File: src/rtl/instr_encoder_loader.sv
// instr_encoder_loader
// Turns instruction descriptors into 32-bit MIPS words, queues them in a small
// FIFO and streams them into instruction memory from a per-session base
// address. The single write is issued from registered outputs. A word is
// counted when its write cycle completes.
// Optional build macro ENC_CHECKSUM_EN adds a 32-bit XOR checksum output
// covering every word actually written in the session.
module instr_encoder_loader #(
  parameter int DEPTH  = 4,
  parameter int ADDR_W = 8
) (
  input  logic              clk,
  input  logic              rst_n,
  input  logic              start,
  input  logic [ADDR_W-1:0] base_addr,
  input  logic              in_valid,
  output logic              in_ready,
  input  logic              in_last,
  input  logic [3:0]        in_op,
  input  logic [4:0]        in_rs,
  input  logic [4:0]        in_rt,
  input  logic [4:0]        in_rd,
  input  logic [15:0]       in_imm,
  input  logic [25:0]       in_target,
  output logic              mem_we,
  output logic [ADDR_W-1:0] mem_addr,
  output logic [31:0]       mem_wdata,
  output logic              busy,
  output logic              done,
  output logic [ADDR_W:0]   word_count,
  output logic              err_illegal,
  output logic              err_overflow
`ifdef ENC_CHECKSUM_EN
  ,
  output logic [31:0]       checksum
`endif
);

  localparam int PW = $clog2(DEPTH);
  localparam int CW = PW + 1;

  localparam logic [PW-1:0]     PTR_ONE   = PW'(1);
  localparam logic [CW-1:0]     CNT_ZERO  = CW'(0);
  localparam logic [CW-1:0]     CNT_ONE   = CW'(1);
  localparam logic [CW-1:0]     CNT_FULL  = CW'(DEPTH);
  localparam logic [ADDR_W-1:0] ADDR_ONE  = ADDR_W'(1);
  localparam logic [ADDR_W-1:0] ADDR_MAX  = {ADDR_W{1'b1}};
  localparam logic [ADDR_W:0]   WCNT_ONE  = (ADDR_W + 1)'(1);

  typedef enum logic [1:0] {
    ST_IDLE  = 2'd0,
    ST_LOAD  = 2'd1,
    ST_DRAIN = 2'd2,
    ST_DONE  = 2'd3
  } state_t;

  // Classes 0..9 are defined; 10..15 are rejected.
  function automatic logic op_is_legal(input logic [3:0] op);
    op_is_legal = (op <= 4'd9);
  endfunction

  // Build the MIPS word for one descriptor; fields a class does not use are ignored.
  function automatic logic [31:0] encode_word(
    input logic [3:0]  op,
    input logic [4:0]  rs,
    input logic [4:0]  rt,
    input logic [4:0]  rd,
    input logic [15:0] imm,
    input logic [25:0] target
  );
    case (op)
      4'd0:    encode_word = {6'b000000, rs, rt, rd, 5'b00000, 6'b100000};
      4'd1:    encode_word = {6'b000000, rs, rt, rd, 5'b00000, 6'b100010};
      4'd2:    encode_word = {6'b000000, rs, rt, rd, 5'b00000, 6'b100100};
      4'd3:    encode_word = {6'b000000, rs, rt, rd, 5'b00000, 6'b100101};
      4'd4:    encode_word = {6'b000000, rs, rt, rd, 5'b00000, 6'b101010};
      4'd5:    encode_word = {6'b100011, rs, rt, imm};
      4'd6:    encode_word = {6'b101011, rs, rt, imm};
      4'd7:    encode_word = {6'b000100, rs, rt, imm};
      4'd8:    encode_word = {6'b001000, rs, rt, imm};
      4'd9:    encode_word = {6'b000010, target};
      default: encode_word = 32'h0000_0000;
    endcase
  endfunction

  state_t            state_r;
  state_t            state_next_s;

  logic [31:0]       fifo_mem_r [DEPTH];
  logic [PW-1:0]     wr_ptr_r;
  logic [PW-1:0]     rd_ptr_r;
  logic [CW-1:0]     count_r;

  logic              mem_we_r;
  logic [ADDR_W-1:0] mem_addr_r;
  logic [31:0]       mem_wdata_r;
  logic [ADDR_W:0]   word_count_r;
  logic              err_illegal_r;
  logic              err_overflow_r;
  logic              wrap_r;

  logic              start_s;
  logic              in_ready_s;
  logic              handshake_s;
  logic              legal_s;
  logic              push_s;
  logic              pop_s;
  logic              at_top_s;
  logic              wrap_now_s;
  logic              write_s;
  logic              drop_s;
  logic [31:0]       enc_word_s;
  logic [31:0]       head_s;

  assign start_s     = (state_r == ST_IDLE) && start;
  assign in_ready_s  = (state_r == ST_LOAD) && (count_r != CNT_FULL);
  assign handshake_s = in_valid && in_ready_s;
  assign legal_s     = op_is_legal(in_op);
  assign enc_word_s  = encode_word(in_op, in_rs, in_rt, in_rd, in_imm, in_target);
  assign push_s      = handshake_s && legal_s;
  assign pop_s       = ((state_r == ST_LOAD) || (state_r == ST_DRAIN)) && (count_r != CNT_ZERO);
  assign head_s      = fifo_mem_r[rd_ptr_r];
  // The write to the top address may be completing on the same edge as this pop.
  assign at_top_s    = (mem_addr_r == ADDR_MAX);
  assign wrap_now_s  = wrap_r || (mem_we_r && at_top_s);
  assign write_s     = pop_s && !wrap_now_s;
  assign drop_s      = pop_s && wrap_now_s;

  assign in_ready     = in_ready_s;
  assign busy         = (state_r != ST_IDLE);
  assign done         = (state_r == ST_DONE);
  assign mem_we       = mem_we_r;
  assign mem_addr     = mem_addr_r;
  assign mem_wdata    = mem_wdata_r;
  assign word_count   = word_count_r;
  assign err_illegal  = err_illegal_r;
  assign err_overflow = err_overflow_r;

  // Session state register.
  always_ff @(posedge clk or negedge rst_n) begin
    if (!rst_n) begin
      state_r <= ST_IDLE;
    end else begin
      state_r <= state_next_s;
    end
  end

  // Next-state logic; DRAIN ends only once the FIFO is empty and the last write has retired.
  always_comb begin
    state_next_s = state_r;
    case (state_r)
      ST_IDLE: begin
        if (start) state_next_s = ST_LOAD;
        else       state_next_s = ST_IDLE;
      end
      ST_LOAD: begin
        if (handshake_s && in_last) state_next_s = ST_DRAIN;
        else                        state_next_s = ST_LOAD;
      end
      ST_DRAIN: begin
        if ((count_r == CNT_ZERO) && !mem_we_r) state_next_s = ST_DONE;
        else                                    state_next_s = ST_DRAIN;
      end
      ST_DONE: begin
        state_next_s = ST_IDLE;
      end
      default: begin
        state_next_s = ST_IDLE;
      end
    endcase
  end

  // Encoded-word FIFO: storage, pointers and occupancy.
  always_ff @(posedge clk or negedge rst_n) begin
    if (!rst_n) begin
      wr_ptr_r <= {PW{1'b0}};
      rd_ptr_r <= {PW{1'b0}};
      count_r  <= CNT_ZERO;
      for (int i = 0; i < DEPTH; i++) begin
        fifo_mem_r[i] <= 32'h0000_0000;
      end
    end else begin
      if (push_s) begin
        fifo_mem_r[wr_ptr_r] <= enc_word_s;
        wr_ptr_r             <= wr_ptr_r + PTR_ONE;
      end
      if (pop_s) begin
        rd_ptr_r <= rd_ptr_r + PTR_ONE;
      end
      case ({push_s, pop_s})
        2'b10:   count_r <= count_r + CNT_ONE;
        2'b01:   count_r <= count_r - CNT_ONE;
        default: count_r <= count_r;
      endcase
    end
  end

  // Write port, address/word tracking and sticky session errors.
  always_ff @(posedge clk or negedge rst_n) begin
    if (!rst_n) begin
      mem_we_r       <= 1'b0;
      mem_addr_r     <= {ADDR_W{1'b0}};
      mem_wdata_r    <= 32'h0000_0000;
      word_count_r   <= {(ADDR_W + 1){1'b0}};
      err_illegal_r  <= 1'b0;
      err_overflow_r <= 1'b0;
      wrap_r         <= 1'b0;
    end else if (start_s) begin
      mem_we_r       <= 1'b0;
      mem_addr_r     <= base_addr;
      word_count_r   <= {(ADDR_W + 1){1'b0}};
      err_illegal_r  <= 1'b0;
      err_overflow_r <= 1'b0;
      wrap_r         <= 1'b0;
    end else begin
      mem_we_r <= write_s;
      if (write_s) begin
        mem_wdata_r <= head_s;
      end
      // A write retires at the end of its mem_we cycle; the top address latches the wrap flag.
      if (mem_we_r) begin
        word_count_r <= word_count_r + WCNT_ONE;
        if (at_top_s) begin
          wrap_r <= 1'b1;
        end else begin
          mem_addr_r <= mem_addr_r + ADDR_ONE;
        end
      end
      if (drop_s) begin
        err_overflow_r <= 1'b1;
      end
      if (handshake_s && !legal_s) begin
        err_illegal_r <= 1'b1;
      end
    end
  end

`ifdef ENC_CHECKSUM_EN
  logic [31:0] checksum_r;

  // XOR of every word that actually reached memory this session.
  always_ff @(posedge clk or negedge rst_n) begin
    if (!rst_n) begin
      checksum_r <= 32'h0000_0000;
    end else if (start_s) begin
      checksum_r <= 32'h0000_0000;
    end else if (mem_we_r) begin
      checksum_r <= checksum_r ^ mem_wdata_r;
    end else begin
      checksum_r <= checksum_r;
    end
  end

  assign checksum = checksum_r;
`endif

endmodule

File: config.mk
export PLATFORM = sky130hd
export DESIGN_NAME = instr_encoder_loader
export DESIGN_NICKNAME = d
export VERILOG_FILES = /design/src/rtl/instr_encoder_loader.sv
export SDC_FILE = /design/constraint.sdc
export NUM_CORES = 1
export LEC_CHECK = 0
export BUFFER_PORTS_ARGS = -buffer_cell sky130_fd_sc_hd__buf_2
export CORE_ASPECT_RATIO = 0.6
export CORE_MARGIN = 5
export CORE_UTILIZATION = 42
export CTS_BUF_LIST = sky130_fd_sc_hd__clkbuf_8 sky130_fd_sc_hd__clkbuf_16
export DETAILED_ROUTE_END_ITERATION = 8
export SKIP_LAST_GASP = 1
export SYNTH_ARGS = -nofsm -noshare
export SYNTH_HDL_FRONTEND = slang
export SYNTH_SLANG_ARGS = --single-unit
File: constraint.sdc
create_clock -name clk -period 5.4 [get_ports clk]
set_clock_uncertainty 0.05 [all_clocks]
set_input_delay 0.81 -clock clk [delete_from_list [all_inputs] [get_ports clk]]
set_output_delay 0.81 -clock clk [all_outputs]
set_load 0.05 [all_outputs]
After elaboration in Yosys (flattened, before gate mapping)
Cells that the tools add are included.
{"block": "word_totals", "reg_bits": 190, "output_inout_bits": 55, "in_bits": 74}
{"block": "op_classes", "n_reduce_logical": 30, "muxes": 25, "addsub": 6, "magnitude_cmp": 4, "n_bitwise": 3, "eq_ne": 17}
{"cell": "$pmux 32 s10", "n": 1}
{"cell": "$bwmux 128", "n": 1}
{"cell": "$mux 32", "n": 3}
{"cell": "$bmux 32 s2", "n": 1}
{"cell": "$demux 32 s2", "n": 1}
{"cell": "$mux 8", "n": 3}
{"cell": "$mux 9", "n": 2}
{"cell": "$eq 4x3->1 const B", "n": 4}
{"cell": "$logic_and 1x1->1", "n": 12}
{"cell": "$reduce_bool 2->1", "n": 6}
{"cell": "$mux 1", "n": 10}
{"cell": "$add 9x1->9 const B", "n": 1}
{"cell": "$add 8x1->8 const B", "n": 1}
{"cell": "$eq 4x2->1 const B", "n": 2}
{"cell": "$eq 4x4->1 const B", "n": 2}
{"cell": "$eq 8x8->1 const B", "n": 1}
{"cell": "$pmux 2 s4", "n": 1}
{"cell": "$eq 2x2->1 const B", "n": 3}
{"cell": "$ge 3x3->1 const B", "n": 2}
{"cell": "$not 2->3", "n": 2}
{"cell": "$pmux 3 s2", "n": 1}
{"cell": "$reduce_and 2->1", "n": 3}
{"cell": "$add 2x1->2 const B", "n": 2}
{"cell": "$eq 2x1->1 const B", "n": 2}
{"cell": "other kinds (15)", "n": 18}

Logic depth before layout (Yosys ltp)
Gate-level depths: netlist (run 1).
{"block": "logic_depth", "depth_word": 6, "depth_mapped": 11, "ltp_nobuf": 10}

Worst setup path before layout (run 1)
Ideal clock, no wire load.
{"block": "synth_timing", "path_type": "input port to flip-flop", "start": "input in_op[1]", "end": "register count_r[2]", "setup_time_ns": 0.080, "required_time_ns": 5.270, "n_path_buf": 1, "path_slack_ns": 3.091, "path_stages": 10, "arrival_ns": 2.179, "path_cell_list": "o21ai_2 and4_4 buf_12 inv_1 ha_1 inv_1 fa_1 xor2_1 nor2_1 xnor2_1"}
{"block": "synth_via", "elab_chain_cells": 4, "elab_cells_between_ends": 6}
{"item": "start, declared", "line_no": "19", "source": "input logic [3:0] in_op,"}
{"item": "$le 4x4->1 *", "line_no": "59", "source": "op_is_legal = (op <= 4'd9);"}
{"item": "$logic_and 1x1->1 *", "line_no": "120", "source": "assign push_s = handshake_s && legal_s;"}
{"item": "$eq 2x1->1 / $eq 2x2->1 (equally long branches)", "line_no": "190", "source": "case ({push_s, pop_s})"}
{"item": "$pmux 3 s2 / $reduce_bool 2->1 (equally long branches)"}
{"item": "end signal, assigned", "line_no": "191", "source": "2'b10: count_r <= count_r + CNT_ONE;"}
{"item": "end signal, assigned", "line_no": "192", "source": "2'b01: count_r <= count_r - CNT_ONE;"}
{"item": "end signal, assigned", "line_no": "193", "source": "default: count_r <= count_r;"}
{"item": "end, declared", "line_no": "92", "source": "logic [CW-1:0] count_r;"}
Mark *: on every way between the ends. The rest lies on a longest branch, timed or not.
A chain may end at the register's enable or synchronous reset.

Final worst setup path (run 1)
{"block": "layout_timing", "start": "register mem_addr_r[0], in the netlist mem_addr[0]", "end": "register mem_wdata_r[15], in the netlist mem_wdata[15]"}
{"block": "layout_via", "elab_chain_cells": 6}
{"item": "start, declared", "line_no": "95", "source": "logic [ADDR_W-1:0] mem_addr_r;"}
{"item": "start signal, assigned", "line_no": "202", "source": "mem_addr_r <= {ADDR_W{1'b0}};"}
{"item": "start signal, assigned", "line_no": "210", "source": "mem_addr_r <= base_addr;"}
{"item": "start signal, assigned", "line_no": "226", "source": "mem_addr_r <= mem_addr_r + ADDR_ONE;"}
{"item": "$eq 8x8->1", "line_no": "124", "source": "assign at_top_s = (mem_addr_r == ADDR_MAX);"}
{"item": "$logic_and 1x1->1", "line_no": "125", "source": "assign wrap_now_s = wrap_r || (mem_we_r && at_top_s);"}
{"item": "$logic_or 1x1->1", "line_no": "125"}
{"item": "$logic_not 1->1", "line_no": "126", "source": "assign write_s = pop_s && !wrap_now_s;"}
{"item": "$logic_and 1x1->1", "line_no": "126"}
{"item": "$reduce_and 2->1 (no line)"}
{"item": "end signal, assigned", "line_no": "218", "source": "mem_wdata_r <= head_s;"}
{"item": "end, declared", "line_no": "96", "source": "logic [31:0] mem_wdata_r;"}
No other way between the ends.

==> summary.txt, run 1 <==
status: complete, no violations
ANT nets after route: 0
Final Slew Violations: 0
cell leakage power: 5.431 nW
ys async rst share: 1.000
num rows: 42
CTS tree: yes
Syn. warnings: 0
Total Routing Usage GR: 0.1697
via count: 5,405
ratio of cells with drive above 1 in the final layout: 0.4430
RSZ-0062 raised after global routing: no
synthesized instance count: 621
drt pass-1 iters: 4
die width: 201.8 µm
top cell type by total area after synthesis: dfrtp_1
root buffer cell: clkbuf_16
number of synthesized register bits: 180
port bufs: 127
first-pass GRT wire length: 34,000 µm
Final period util: 0.5308
core area: 0.02186 mm²
final WL: 20,860 µm
Clock Sinks: 180
Finish-stage setup viols: 0
dpl cell area: 0.009928 mm²
worst-path fanout max: 31
count leader, synth: dfrtp_1
synthesized area per cell: 14.93 µm²
Final Util: 0.4801
Post-CTS Resized: 0
Worst-Margin Slew: 1.059 ns
largest cells by area after synthesis: dfrtp_1 (49%), mux2_4 (19%), mux4_2 (7.3%)
Remaining DRCs: 0
Hold Crit Class: input pin to async pin
synthesis-to-finish area growth: 13.20%
Congestion Overflow GR: 0
Mapped Nets: 708
Pwr Density: 554.0 mW/mm²
Clock Pin Slew Worst Setup and Hold Paths: 0.07 ns
post-synthesis sequential area ratio: 0.4858
worst r2r src: mem_addr[0]$_DFFE_PN0P_
vias in the first global route: 5,916
Synth Flop Type: dfrtp_1
Total Nets Final: 819
post-route setup slack: 2.534 ns
Post-CTS Setup Inserts: 0
clock buffer count from CTS: 17
top post-synthesis cells by count: dfrtp_1 (180), mux2_4 (120), mux4_2 (30)
DP HPWL: 13,640 µm
design area: 0.01050 mm²
H-tree depth: 4
num ports: 129
die area: 0.02524 mm²
Placer Congestion: 0.8002
Post-synth EDFFs: 0
total of max-cap violations: 0
pin count of the biggest net entering global routing: 181
r2r setup slk: 2.53 ns
reg2reg end: mem_wdata[15]$_DFFE_PN0P_
WS Path Type: flop to flop
Max Clk Rate: 0.3489 GHz
initial DRC count: 247
Yosys top cell area share: 0.4858
minimum clock period: 2.866 ns
Vias per Instance: 5.237
hold_buf cts: 0
crit start category: flop
dpl ws: 2.456 ns
clock latency on the worst-skew pair: 0.44 ns
mapped cell area: 0.009271 mm²
Worst VDD drop: 0.0002600 V
Fin Setup TNS: 0 ns
Netlist cell types: 58
R2R cell count: 5
Initial Utilization: 0.4241
Clock Path Buffers: 2
die height: 125.1 µm
WP data required: 5.66 ns
FILL cells: 1,918
WP data arrival: 3.12 ns
max_slew headroom: 0.2941
Avg WL per Cell: 20.21 µm
initial antenna violation count: 1
Final Hold Fails: 0
CP Capture Type: flop
logic make-up (layout without fill, tap and decap cells):
family	after synthesis	after routing	synth area share
multiplexers	198	198	0.3232
AND/OR/NAND/NOR	95	95	0.05857
AO/OA/AOI/OAI	71	71	0.05479
adder cells (fa/ha/maj)	13	13	0.01835
XOR/XNOR	12	12	0.01134
buffers and inverters	51	175	0.04750
other	1	2	0.0004045
flip-flops	180	180	0.4858
layout make-up:
| type | count | area, µm² | share of cell area |
|---|---|---|---|
| repair buffers | 130 | 676.9 | 0.06450 |
| diodes | 1 | 2.502 | 0.0002384 |
| well taps | 286 | 357.8 | 0.03410 |
| multi-input cells | 390 | 4338 | 0.4133 |
| inverters | 13 | 48.80 | 0.004649 |
| flip-flops and latches | 180 | 4507 | 0.4294 |
| clock buffers | 19 | 452.9 | 0.04316 |
| clock inverters | 13 | 111.4 | 0.01061 |
metal layers:
layer,global-route usage,vias up,part of all wire
li1,-,2487,-
met1,0.2568,2781,0.50
met2,0.2469,120,0.44
met3,0.04244,17,0.045
met4,0.03936,0,0.0097
met5,0,-,0
placed cells by master, fill, tap and decap left out, types with 7 or more instances in the layout:
cell type and instances:
buf_2 126, mux2_4 120, ha_1 12, dfrtp_1 178, a21oi_1 11, and3_1 7
o21ai_0 19, nand2_1 27, clkbuf_16 17, mux4_2 30, mux2_1 29, nor2_1 23
xor2_1 7, inv_1 14, mux2i_1 17, a22o_1 10
worst max path at each step:
| stage | start | to | slack (ns) | depth (start not counted) |
|---|---|---|---|---|
| finish | mem_addr[0]$_DFFE_PN0P_ | mem_wdata[15]$_DFFE_PN0P_ | 2.53 | 5 |
| global route | mem_addr[0]$_DFFE_PN0P_ | mem_wdata[15]$_DFFE_PN0P_ | 2.34 | 5 |
| CTS | mem_addr[0]$_DFFE_PN0P_ | mem_wdata[15]$_DFFE_PN0P_ | 2.42 | 5 |
| detailed placement | start | mem_wdata[13]$_DFFE_PN0P_ | 2.46 | 4 |
| global placement | start | mem_wdata[17]$_DFFE_PN0P_ | 2.54 | 4 |
| floorplan | in_op[1] | count_r[2]$_DFFE_PN0P_ | 3.09 | 10 |
power breakdown:
group | leakage [nW] | internal, W | switching (W)
Combinational | 2.78 | 0.00118 | 0.00113
Sequential | 2.38 | 0.00186 | 0.000437
Clock | 0.276 | 0.000658 | 0.000547
registers in the layout, indices dropped and copies added (netlist names), named ones only:
name and count:
fifo_mem_r 120, mem_wdata 30, word_count 9, mem_addr 8, count_r 3, rd_ptr_r 2
wr_ptr_r 2, err_illegal 1, err_overflow 1, mem_we 1, state_r 1, wrap_r 1
through the flow:
| step | hold slack, ns | instances | total power (W) |
|---|---|---|---|
| finish | 0.4160 | 1032 | 0.005814 |
| global route | 0.4504 | 1032 | 0.006154 |
| CTS | 0.4450 | 1031 | 0.005880 |
| detailed placement | 0.4299 | 999 | 0.004657 |
| global placement | 0.4280 | 999 | 0.004562 |
| floorplan | 0.4166 | 621 | 0.004142 |
worst max-delay path, cell delays in order, from the launching register on:
cell     delay [ns]
dfrtp_1        0.42
ha_1           0.29
and3_1         0.22
a41oi_2        0.26
nand3_2        0.84
mux2_1         0.64
Power figures use the tool's default switching activity.
==> run 2, diff against run 1 <==
==> constraint.sdc (replaced) <==
create_clock -name clk -period 2.6 [get_ports clk]
set_clock_uncertainty 0.05 [all_clocks]
set_input_delay 0.39 -clock clk [delete_from_list [all_inputs] [get_ports clk]]
set_output_delay 0.39 -clock clk [all_outputs]
set_load 0.05 [all_outputs]
==> run 2 against run 1 <==
Clock power grew 120%. Via count grew 1.9%. Count of clock-buffer cells in the layout down 1. Critical endpoint is now count_r[2]$_DFFE_PN0P_.
==> summary.txt, run 2 (synthesis results as in run 1) <==
WS Path Type: flop to flop
final WL: 21,250 µm (+1.9%)
worst-path fanout max: 8 (-74%)
slowest CP cell: dfrtp_1
reg2reg end: count_r[2]$_DFFE_PN0P_
H-tree depth: 4 (unchanged)
worst r2r src: count_r[0]$_DFFE_PN0P_
ratio of cells with drive above 1 in the final layout: 0.4532 (+0.01027)
num rows: 42 (unchanged)
root buffer cell: clkbuf_16
Worst VDD drop: 0.0005287 V (+100%)
dpl ws: 0.2560 ns (-2.200 ns)
Finish-stage setup viols: 0 (unchanged)
Placer Congestion: 0.8391 (+4.9%)
minimum clock period: 2.307 ns (-0.5596 ns)
WP data arrival: 2.61 ns (-0.51 ns)
Post-CTS Setup Inserts: 0 (unchanged)
drt pass-1 iters: 6 (+2)
ANT nets after route: 0 (unchanged)
synthesis-to-finish area growth: 15.18%
status: complete, no violations
CP Buf/Inv Count: 2 (+2)
worst path cell trace: or3b_4 -> and4_4 -> inv_1 -> ha_1 -> inv_1 -> fa_1 -> xor2_1 -> nor2_1 -> xnor2_1
Hold Path Stages: 3
HP Start: base_addr[3]
number of flip-flops in the largest register: 120 (unchanged)
via count: 5,509 (+1.9%)
FILL cells: 1,872 (-2.4%)
die width: 201.8 µm (unchanged)
CTS tree: yes
Congestion Overflow GR: 0 (unchanged)
die area: 0.02524 mm² (unchanged)
Total Nets Final: 833 (+1.7%)
die height: 125.1 µm (unchanged)
Worst-Margin Slew: 0.6247 ns (-0.4342 ns)
Worst path depth: 9 (+4)
most frequent cells in the layout: dfrtp_1 (178), buf_2 (126), mux2_4 (120)
R2R cell count: 9 (+4)
crit start category: flop
Vias per Instance: 5.272 (+0.66%)
Clock Pin Slew Worst Setup and Hold Paths: 0.07 ns (about the same)
Storage cell area: 0.004507 mm² (unchanged)
commonest non-fill, non-tap cell in the layout: dfrtp_1
Max stage delay on crit path: 0.42 ns (-0.42 ns)
Pwr Density: 1159 mW/mm² (+110%)
Max Clk Rate: 0.4335 GHz (+24%)
num ports: 129 (unchanged)
WHS: 0.1032 ns (-0.3128 ns)
first-pass GRT wire length: 34,380 µm (+1.1%)
r2r setup slk: 0.29 ns (-2.24 ns)
post-route setup slack: 0.2933 ns (-2.240 ns)
Remaining DRCs: 0 (unchanged)
WP data required: 2.91 ns (-2.75 ns)
cell leakage power: 5.524 nW (+1.7%)
initial antenna violation count: 1 (unchanged)
Hold Crit Class: input pin to flop
pin count of the biggest net entering global routing: 62 (-66%)
Final Hold Fails: 0 (unchanged)
Critical Path Start: count_r[0]$_DFFE_PN0P_
vias in the first global route: 6,129 (+3.6%)
Final Slew Violations: 0 (unchanged)
max_slew headroom: 0.5820 (+0.2879)
largest register by flop count: fifo_mem_r
total of max-cap violations: 0 (unchanged)
Final period util: 0.8872 (+0.3564)
DP HPWL: 14,420 µm (+5.7%)
Antenna Cells: 0 (-1)
port bufs: 127 (unchanged)
multi-input logic area: 0.004338 mm² (unchanged)
RSZ-0062 raised after global routing: no
Avg WL per Cell: 20.33 µm (+0.59%)
cell repeated most along the worst path: inv_1
initial DRC count: 252 (+2.0%)
Crit path max-delay family: simple AND/OR/NAND/NOR gates
clock buffer count from CTS: 17 (unchanged)
Initial Utilization: 0.4241 (unchanged)
Clock Sinks: 180 (unchanged)
Hold EP: mem_addr[3]$_DFFE_PN0P_
core area: 0.02186 mm² (unchanged)
clock latency on the worst-skew pair: 0.44 ns (about the same)
Fin Setup TNS: 0 ns (unchanged)
Clock Path Buffers: 2 (unchanged)
Total Routing Usage GR: 0.1719 (+0.002169)
CP Capture Type: flop
-- run 2: timing repair --
| action | in CTS | in global routing |
|---|---|---|
| hold buffers | 1 | 0 |
| resized for setup | 0 | 0 |
| hold endpoints to repair | 37 | 0 |
-- run 2: how the worst max path moves through the flow --
stage	to	slack (ns)
final	count_r[2]$_DFFE_PN0P_	0.29
after floorplan	count_r[2]$_DFFE_PN0P_	0.36
after detailed placement	count_r[1]$_DFFE_PN0P_	0.26
after global placement	count_r[2]$_DFFE_PN0P_	0.32
after CTS	count_r[2]$_DFFE_PN0P_	0.29
after global routing	count_r[2]$_DFFE_PN0P_	0.16
-- run 2: worst register-to-register path, cell delays in order (launching register included) --
cell     delay, ns
dfrtp_1       0.42
or3b_4        0.39
and4_4        0.28
inv_1         0.09
ha_1          0.18
inv_1         0.06
fa_1          0.37
xor2_1        0.15
nor2_1        0.11
xnor2_1       0.12
-- run 2: metal layers --
layer | share of wire | track usage | up-vias
li1 | - | - | 2520
met1 | 0.49 | 0.2418 | 2845
met2 | 0.46 | 0.2670 | 110
met3 | 0.040 | 0.04089 | 32
met4 | 0.015 | 0.05181 | 2
met5 | 0.00061 | 0 | -
-- run 2: per-stage QoR --
stage / cell area (µm²) / utilization / total power (W) / instances
after CTS: 10680 / 0.4885 / 0.01251 / 1045
after global routing: 10680 / 0.4885 / 0.01307 / 1045
after detailed placement: 10060 / 0.4603 / 0.009809 / 1012
after floorplan: 9271 / - / 0.008604 / 621
after global placement: 10060 / 0.4603 / 0.009600 / 1012
final: 10680 / 0.4885 / 0.01238 / 1045
-- run 2: where the power goes --
group | internal, W | switching (W)
clock network | 0.00147 | 0.00118
logic | 0.00254 | 0.00259
registers | 0.00387 | 0.000727
-- run 2: cell type report --
cell class / count / area share
flip-flops and latches: 180 / 0.4220
multi-input cells: 390 / 0.4062
repair buffers: 144 / 0.07698
clock buffers: 18 / 0.04112
well taps: 286 / 0.03351
clock inverters: 14 / 0.01558
inverters: 13 / 0.004569
